<file path="config.mk">
export PLATFORM = sky130hd
export DESIGN_NAME = uart_digit_frame_parser_flat
export DESIGN_NICKNAME = d
export VERILOG_FILES = /design/src/rtl/uart_digit_frame_parser_if.sv /design/src/rtl/uart_digit_frame_parser.sv /design/src/flat_wrapper.sv
export SDC_FILE = /design/constraint.sdc
export NUM_CORES = 1
export LEC_CHECK = 0
export CAP_MARGIN = 40
export CORE_MARGIN = 5
export CORE_UTILIZATION = 35
export CTS_CLUSTER_DIAMETER = 40
export DETAILED_ROUTE_END_ITERATION = 6
export PLACE_DENSITY = 0.68
export SYNTH_ARGS = -nofsm -noshare
export SYNTH_HDL_FRONTEND = slang
export SYNTH_SLANG_ARGS = --single-unit
</file>
<file path="constraint.sdc">
create_clock -name clk -period 1.7 [get_ports clk]
set_input_delay 0.255 -clock clk [delete_from_list [all_inputs] [get_ports clk]]
set_output_delay 0.255 -clock clk [all_outputs]
set_load 0.1 [all_outputs]
</file>
<file path="src/rtl/uart_digit_frame_parser_if.sv">
`default_nettype none
// ============================================================================
//  Module      : uart_digit_frame_parser_if
//  Description : Bundle between the UART receiver, the digit frame parser and
//                the 7-segment display stage.
//                  rx_data   [7:0]  byte from the UART receiver
//                  rx_busy          receiver busy flag (falling edge = new byte)
//                  digit_id  [5:0]  last accepted digit ID (held)
//                  id_valid         one-cycle pulse when digit_id updates
//                  frame_err        one-cycle pulse on a rejected frame
//                  err_count [7:0]  saturating rejected-frame count
//                  state     [1:0]  parser state (0 IDLE, 1 GOT_SYNC, 2 GOT_ID)
//                master : receiver / stimulus side
//                slave  : parser side
//  Revision    : 1.0  initial release
// ============================================================================
interface uart_digit_frame_parser_if;
    logic [7:0] rx_data;
    logic       rx_busy;
    logic [5:0] digit_id;
    logic       id_valid;
    logic       frame_err;
    logic [7:0] err_count;
    logic [1:0] state;

    modport master (
        output rx_data,
        output rx_busy,
        input  digit_id,
        input  id_valid,
        input  frame_err,
        input  err_count,
        input  state
    );

    modport slave (
        input  rx_data,
        input  rx_busy,
        output digit_id,
        output id_valid,
        output frame_err,
        output err_count,
        output state
    );
endinterface
`default_nettype wire

</file>
<file path="src/rtl/uart_digit_frame_parser.sv">
`default_nettype none
// ============================================================================
//  Module      : uart_digit_frame_parser
//  Description : Assembles 3-byte command frames (SYNC, ID, CHECK) from the
//                UART receiver byte stream, validates them and presents a held
//                6-bit digit ID plus a one-cycle update strobe to the display
//                stage. Rejected or stalled frames pulse frame_err and bump a
//                saturating error counter.
//  Ports       : clk     system clock, rising edge
//                nRESET  asynchronous, active-low reset
//                bus     uart_digit_frame_parser_if.slave
//                          in : rx_data, rx_busy
//                          out: digit_id, id_valid, frame_err, err_count, state
//  Parameters  : REVERSE_BITS   1 = bit-reverse each received byte first
//                TIMEOUT_CYCLES clocks allowed between bytes inside a frame
//                SYNC_BYTE      frame start marker
//                MAX_ID         highest legal ID (range check builds only)
//  Build macro : ID_RANGE_CHECK_EN - when defined, IDs above MAX_ID are
//                rejected in GOT_SYNC like a byte with non-zero upper bits.
//  Revision    : 1.0  initial release
// ============================================================================
module uart_digit_frame_parser #(
    parameter int         REVERSE_BITS   = 1,
    parameter int         TIMEOUT_CYCLES = 1000000,
    parameter logic [7:0] SYNC_BYTE      = 8'hA5,
    parameter int         MAX_ID         = 35
) (
    input  logic                     clk,
    input  logic                     nRESET,
    uart_digit_frame_parser_if.slave bus
);

    localparam logic [1:0] c_ST_IDLE     = 2'd0;
    localparam logic [1:0] c_ST_GOT_SYNC = 2'd1;
    localparam logic [1:0] c_ST_GOT_ID   = 2'd2;

    // Counter only ever needs to reach TIMEOUT_CYCLES-1.
    localparam int                  c_TMO_W    = (TIMEOUT_CYCLES > 1) ? $clog2(TIMEOUT_CYCLES) : 1;
    localparam logic [c_TMO_W-1:0]  c_TMO_LAST = c_TMO_W'(TIMEOUT_CYCLES - 1);
    localparam logic [c_TMO_W-1:0]  c_TMO_ONE  = c_TMO_W'(1);

    logic [1:0]         r_state;
    logic               r_busy_q;
    logic [5:0]         r_id_tmp;
    logic [5:0]         r_digit_id;
    logic               r_id_valid;
    logic               r_frame_err;
    logic [7:0]         r_err_count;
    logic [c_TMO_W-1:0] r_tmo_cnt;

    logic [7:0]         w_byte;
    logic               w_byte_stb;
    logic               w_is_sync;
    logic               w_id_bad;
    logic               w_check_ok;
    logic               w_tmo;
    logic [7:0]         w_err_count_inc;

    // The receiver shifts LSB-first, so its byte may arrive mirrored.
    generate
        if (REVERSE_BITS != 0) begin : g_rev
            for (genvar i = 0; i < 8; i++) begin : g_bit
                assign w_byte[i] = bus.rx_data[7-i];
            end
        end else begin : g_norev
            assign w_byte = bus.rx_data;
        end
    endgenerate

    // A new byte is signalled only by the busy 1->0 edge; a held-low busy
    // or data wiggling while busy is high produces nothing.
    assign w_byte_stb = r_busy_q & ~bus.rx_busy;
    assign w_is_sync  = (w_byte == SYNC_BYTE);
    assign w_check_ok = (w_byte == ~{2'b00, r_id_tmp});
    assign w_tmo      = (r_tmo_cnt == c_TMO_LAST);

`ifdef ID_RANGE_CHECK_EN
    assign w_id_bad = (w_byte[7:6] != 2'b00) || (32'(w_byte[5:0]) > 32'(MAX_ID));
`else
    assign w_id_bad = (w_byte[7:6] != 2'b00);
`endif

    assign w_err_count_inc = (r_err_count == 8'hFF) ? 8'hFF : (r_err_count + 8'd1);

    always_ff @(posedge clk or negedge nRESET) begin
        if (!nRESET) begin
            r_state     <= c_ST_IDLE;
            r_busy_q    <= 1'b0;
            r_id_tmp    <= 6'd0;
            r_digit_id  <= 6'd0;
            r_id_valid  <= 1'b0;
            r_frame_err <= 1'b0;
            r_err_count <= 8'd0;
            r_tmo_cnt   <= '0;
        end else begin
            r_busy_q    <= bus.rx_busy;
            r_id_valid  <= 1'b0;
            r_frame_err <= 1'b0;

            if (w_byte_stb || (r_state == c_ST_IDLE)) begin
                r_tmo_cnt <= '0;
            end else begin
                r_tmo_cnt <= r_tmo_cnt + c_TMO_ONE;
            end

            case (r_state)
                c_ST_IDLE: begin
                    // Anything but SYNC is line noise between frames.
                    if (w_byte_stb && w_is_sync) begin
                        r_state <= c_ST_GOT_SYNC;
                    end
                end

                c_ST_GOT_SYNC: begin
                    // A byte arriving in the timeout cycle takes priority.
                    if (w_byte_stb) begin
                        if (w_is_sync) begin
                            r_state <= c_ST_GOT_SYNC;
                        end else if (w_id_bad) begin
                            r_frame_err <= 1'b1;
                            r_err_count <= w_err_count_inc;
                            r_state     <= c_ST_IDLE;
                        end else begin
                            r_id_tmp <= w_byte[5:0];
                            r_state  <= c_ST_GOT_ID;
                        end
                    end else if (w_tmo) begin
                        r_frame_err <= 1'b1;
                        r_err_count <= w_err_count_inc;
                        r_state     <= c_ST_IDLE;
                        r_tmo_cnt   <= '0;
                    end
                end

                c_ST_GOT_ID: begin
                    if (w_byte_stb) begin
                        if (w_check_ok) begin
                            r_digit_id <= r_id_tmp;
                            r_id_valid <= 1'b1;
                            r_state    <= c_ST_IDLE;
                        end else begin
                            r_frame_err <= 1'b1;
                            r_err_count <= w_err_count_inc;
                            // A SYNC in the check slot starts the next frame.
                            r_state     <= w_is_sync ? c_ST_GOT_SYNC : c_ST_IDLE;
                        end
                    end else if (w_tmo) begin
                        r_frame_err <= 1'b1;
                        r_err_count <= w_err_count_inc;
                        r_state     <= c_ST_IDLE;
                        r_tmo_cnt   <= '0;
                    end
                end

                default: begin
                    r_state <= c_ST_IDLE;
                end
            endcase
        end
    end

    assign bus.digit_id  = r_digit_id;
    assign bus.id_valid  = r_id_valid;
    assign bus.frame_err = r_frame_err;
    assign bus.err_count = r_err_count;
    assign bus.state     = r_state;

endmodule
`default_nettype wire

</file>
<file path="src/flat_wrapper.sv">
// flat-port wrapper written by rule: the top's interface ports become plain ports
module uart_digit_frame_parser_flat 
#(
    parameter int         REVERSE_BITS   = 1,
    parameter int         TIMEOUT_CYCLES = 1000000,
    parameter logic [7:0] SYNC_BYTE      = 8'hA5,
    parameter int         MAX_ID         = 35
)
  (clk, nRESET, bus_rx_data, bus_rx_busy, bus_digit_id, bus_id_valid, bus_frame_err, bus_err_count, bus_state);
  uart_digit_frame_parser_if bus_i ();
  input  logic clk;
  input  logic nRESET;
  input wire logic [$bits(bus_i.rx_data)-1:0] bus_rx_data;
  input wire logic [$bits(bus_i.rx_busy)-1:0] bus_rx_busy;
  output wire logic [$bits(bus_i.digit_id)-1:0] bus_digit_id;
  output wire logic [$bits(bus_i.id_valid)-1:0] bus_id_valid;
  output wire logic [$bits(bus_i.frame_err)-1:0] bus_frame_err;
  output wire logic [$bits(bus_i.err_count)-1:0] bus_err_count;
  output wire logic [$bits(bus_i.state)-1:0] bus_state;
  assign bus_i.rx_data = bus_rx_data;
  assign bus_i.rx_busy = bus_rx_busy;
  assign bus_digit_id = bus_i.digit_id;
  assign bus_id_valid = bus_i.id_valid;
  assign bus_frame_err = bus_i.frame_err;
  assign bus_err_count = bus_i.err_count;
  assign bus_state = bus_i.state;
  uart_digit_frame_parser #(.REVERSE_BITS(REVERSE_BITS), .TIMEOUT_CYCLES(TIMEOUT_CYCLES), .SYNC_BYTE(SYNC_BYTE), .MAX_ID(MAX_ID)) u_core (.clk(clk), .nRESET(nRESET), .bus(bus_i));
endmodule
</file>
==> reports/qor.yml <==
status:
  status: "finished, violations left"
  violations: "negative setup slack"
layout:
  stdcell_area_sq_um: 3560
  antenna_cells: 0
  n_fill_cell: 507
  area_growth_pct: 52.0
  nNetsFinal: 318
  drive_above_1_share_pct: 42.4
timing:
  slew_viol_final: 0
  maxSlewHeadroom_pct: 58.3
  final_hold_viol_count: 0
  period_minus_slack_ps: 1790
  postLayoutSetupSlackWorst_ps: -94.9
  tightestPinTransition_ps: 626
  fmax_mhz: 557
  grt_setup_unrepaired: "yes"
  fin_crit_sh_pct: 106
  final-setup-viol-count: 6
  skew_ps: 15.3
grt:
  grt_max_degree: 26
  grt-ovfl-total: 0
  global_route.usage.met2_pct: 23.4
  grt_antenna_before_repair: 0
  grt_pass1_vias: 1986
  grtUsageMet1_pct: 17.1
  grt_pass1_wl_mm: 9.37
  busiest_layer: "met2"
  use_met3_pct: 3.27
  grt.total_usage_pct: 13.8
job:
  max_cap_violations: 0
clocking:
  clk_pin_slew_ps: 90
  clock_latency_ps: 300
  root_buffer: "clkbuf_8"
  clock-sinks: 45
  htree_levels: 2
  numCtsBuffers: 5
  cts_buffer_depth: 2
  cts_tree: "done"
logic_synthesis:
  synth-seq-area-share_pct: 48.1
  yosysTopAreaCell: "dfrtp_1"
  synth_edf_count: 0
  yosys_warnings: 0
  syn_nets: 238
  netlist_top_cells_area: "dfrtp_1 48%, mux2_2 5.8%, xnor2_1 5.2%"
  netlist_area_sq_um: 2340
  synth_common_cells: "45 x dfrtp_1, 31 x nor2_1, 16 x nand2_1"
  synth.top_cell.area_share_pct: 48.1
  synthCells: 221
  synthArstFlopShare_pct: 100
  synth.distinct_cells: 45
  post-synth-top-count-cell: "dfrtp_1"
  ys.flop_type: "dfrtp_1"
  ys_ff_latch: 45
  avgSynthCellArea_sq_um: 10.6
worst_setup_path:
  cp.arrival_ps: 1990
  crit_slowest_cell: "clkdlybuf4s50_1"
  worstSetupPathDepth: 7
  path_cells: "clkdlybuf4s50_1 > nand4b_1 > nor4b_2 > nand3_1 > buf_6 > nand3_2 > mux2_4"
  worstSetupStartpointType: "primary input"
  endpoint_kind: "register"
  cp_top_family: "buffers and inverters"
  cp.required_ps: 1890
  crit_fanout: 7
  slowest_delay_ps: 540
  ff2ff_path_depth: 6
  cp_num_buf_inv: 2
  worst-setup-path-type: "in -> reg"
power_and_ir_drop:
  ir_drop_uv: 309
  power_w: 0.00224
  power_switching_w: 0.000563
  power_frac_clock_pct: 35.7
  p_leak_nw: 1.61
  seqPwrFrac_pct: 49.4
  pwr-share-comb_pct: 14.9
  power_switching_share_pct: 25.2
  intPower_w: 0.00167
  power_density_nw_per_um2: 629
routing:
  ant_nets: 0
  vias: 1911
  drc_errors: 0
  vias_per_cell: 5.04
  route.final.wire_length_mm: 5.51
  drt_iter0_drc: 49
  wl_per_cell_um: 14.5
  firstDrtPassIters: 4
place:
  place_area_sq_um: 3240
  port_buffers: 28
  place.gp.congestion: 0.816
  post-dp-hpwl_mm: 3.97
floorplanning:
  row_count: 29
  start_util_pct: 36.5
  core_area_sq_um: 6420
  die_area_sq_um: 8420
  num_io_pins: 29
  die_h_um: 91.8
  die_w_um: 91.8
hold_path:
  hold_path.class: "in -> reg"
  hold_depth: 2
## what timing repair did
action / 4_1_cts / 5_1_grt
endpoints found under the hold margin: 24 / 0
gates cloned: 0 / 0
gates resized for setup: 11 / 19
setup buffers: 1 / 6
hold buffers: 1 / 0
pin swaps: 4 / 6
endpoints found under the setup margin: 11 / 38
## registers in the layout, summed over array words and instances, names as in the netlist
name,flops
u_core.bus.digit_id,6
u_core.bus.err_count,8
u_core.bus.frame_err,1
u_core.bus.id_valid,1
u_core.bus.state,2
u_core.r_busy_q,1
u_core.r_id_tmp,6
u_core.r_tmo_cnt,20
## power by group through the flow
stage               registers (W)  clock network [W]  logic [W]
finish                    0.00111           0.000798   0.000334
global route              0.00111           0.000868   0.000356
CTS                       0.00110           0.000825   0.000320
detailed placement        0.00113                  0   0.000305
global placement          0.00112                  0   0.000300
floorplan                 0.00120                  0  0.0000655
## cell families (layout without fill, tap and decap cells)
kind of cell,after synthesis,after routing,share of synthesized area [%]
flip-flops,45,45,48.1
multiplexers,19,19,8.98
buffers and inverters,13,94,2.35
AND/OR/NAND/NOR,103,103,24.4
XOR/XNOR,24,24,8.98
adder cells (fa/ha/maj),6,6,3.21
AO/OA/AOI/OAI,11,11,4.01
## cell type report
class | instances | area, sq um | area share, %
Tap cell | 77 | 96.3 | 2.71
Multi-Input combinational cell | 163 | 1310 | 36.8
Clock buffer | 6 | 72.6 | 2.04
Sequential cell | 45 | 1140 | 32.1
Inverter | 9 | 38.8 | 1.09
Clock inverter | 2 | 35.0 | 0.985
Timing Repair Buffer | 77 | 863 | 24.3
## metrics by stage
step | worst slack (ps) | instances | util [%] | hold slack [ps] | setup TNS [ps]
after global placement | -475 | 363 | 50.4 | 288 | -7110
after CTS | -92.9 | 373 | 53.2 | 286 | -356
after detailed placement | -481 | 363 | 50.4 | 302 | -7320
after global routing | -131 | 379 | 55.4 | 286 | -759
final | -94.9 | 379 | 55.4 | 282 | -360
after floorplan | -174 | 221 | - | -40.6 | -784
## final timing paths
kind	slack, ps	from	endpoint
setup reg to reg	-70	u_core.r_tmo_cnt[1]$_DFF_PN0_	u_core.bus.err_count[0]$_DFFE_PN0P_
hold reg to reg	550	u_core.r_tmo_cnt[19]$_DFF_PN0_	u_core.r_tmo_cnt[19]$_DFF_PN0_
setup / recovery	-90	bus_rx_data[0]	u_core.bus.err_count[0]$_DFFE_PN0P_
hold / removal	280	bus_rx_data[6]	u_core.r_id_tmp[1]$_DFFE_PN0P_
max in group asynchronous	660	nRESET	u_core.r_tmo_cnt[9]$_DFF_PN0_
min in group asynchronous	500	nRESET	u_core.bus.digit_id[4]$_DFFE_PN0P_
## metal layers
layer  wire (um)  vias to the layer above  part of all wire, %
met3         201                        7                  3.6
met4          82                        0                  1.5
met2        2790                       34                   51
met1        2430                      932                   44
li1            -                      938                    -
met5           0                        -                    0
## placed cells by master, fill, tap and decap left out, types with 4 or more instances in the layout
cell | synthesis | final
dlymetal6s2s_1 | 0 | 4
buf_4 | 1 | 45
clkbuf_8 | 0 | 5
xnor2_1 | 14 | 13
mux2_2 | 12 | 12
and3_1 | 7 | 7
buf_12 | 0 | 20
inv_1 | 9 | 7
nand4_1 | 10 | 10
dfrtp_1 | 45 | 35
nand3_1 | 10 | 8
xor2_1 | 10 | 9
clkdlybuf4s50_1 | 0 | 4
mux2_4 | 0 | 4
nand2_1 | 16 | 16
dfrtp_2 | 0 | 8
nor2_1 | 31 | 30
(Power assumes the default switching activity.)
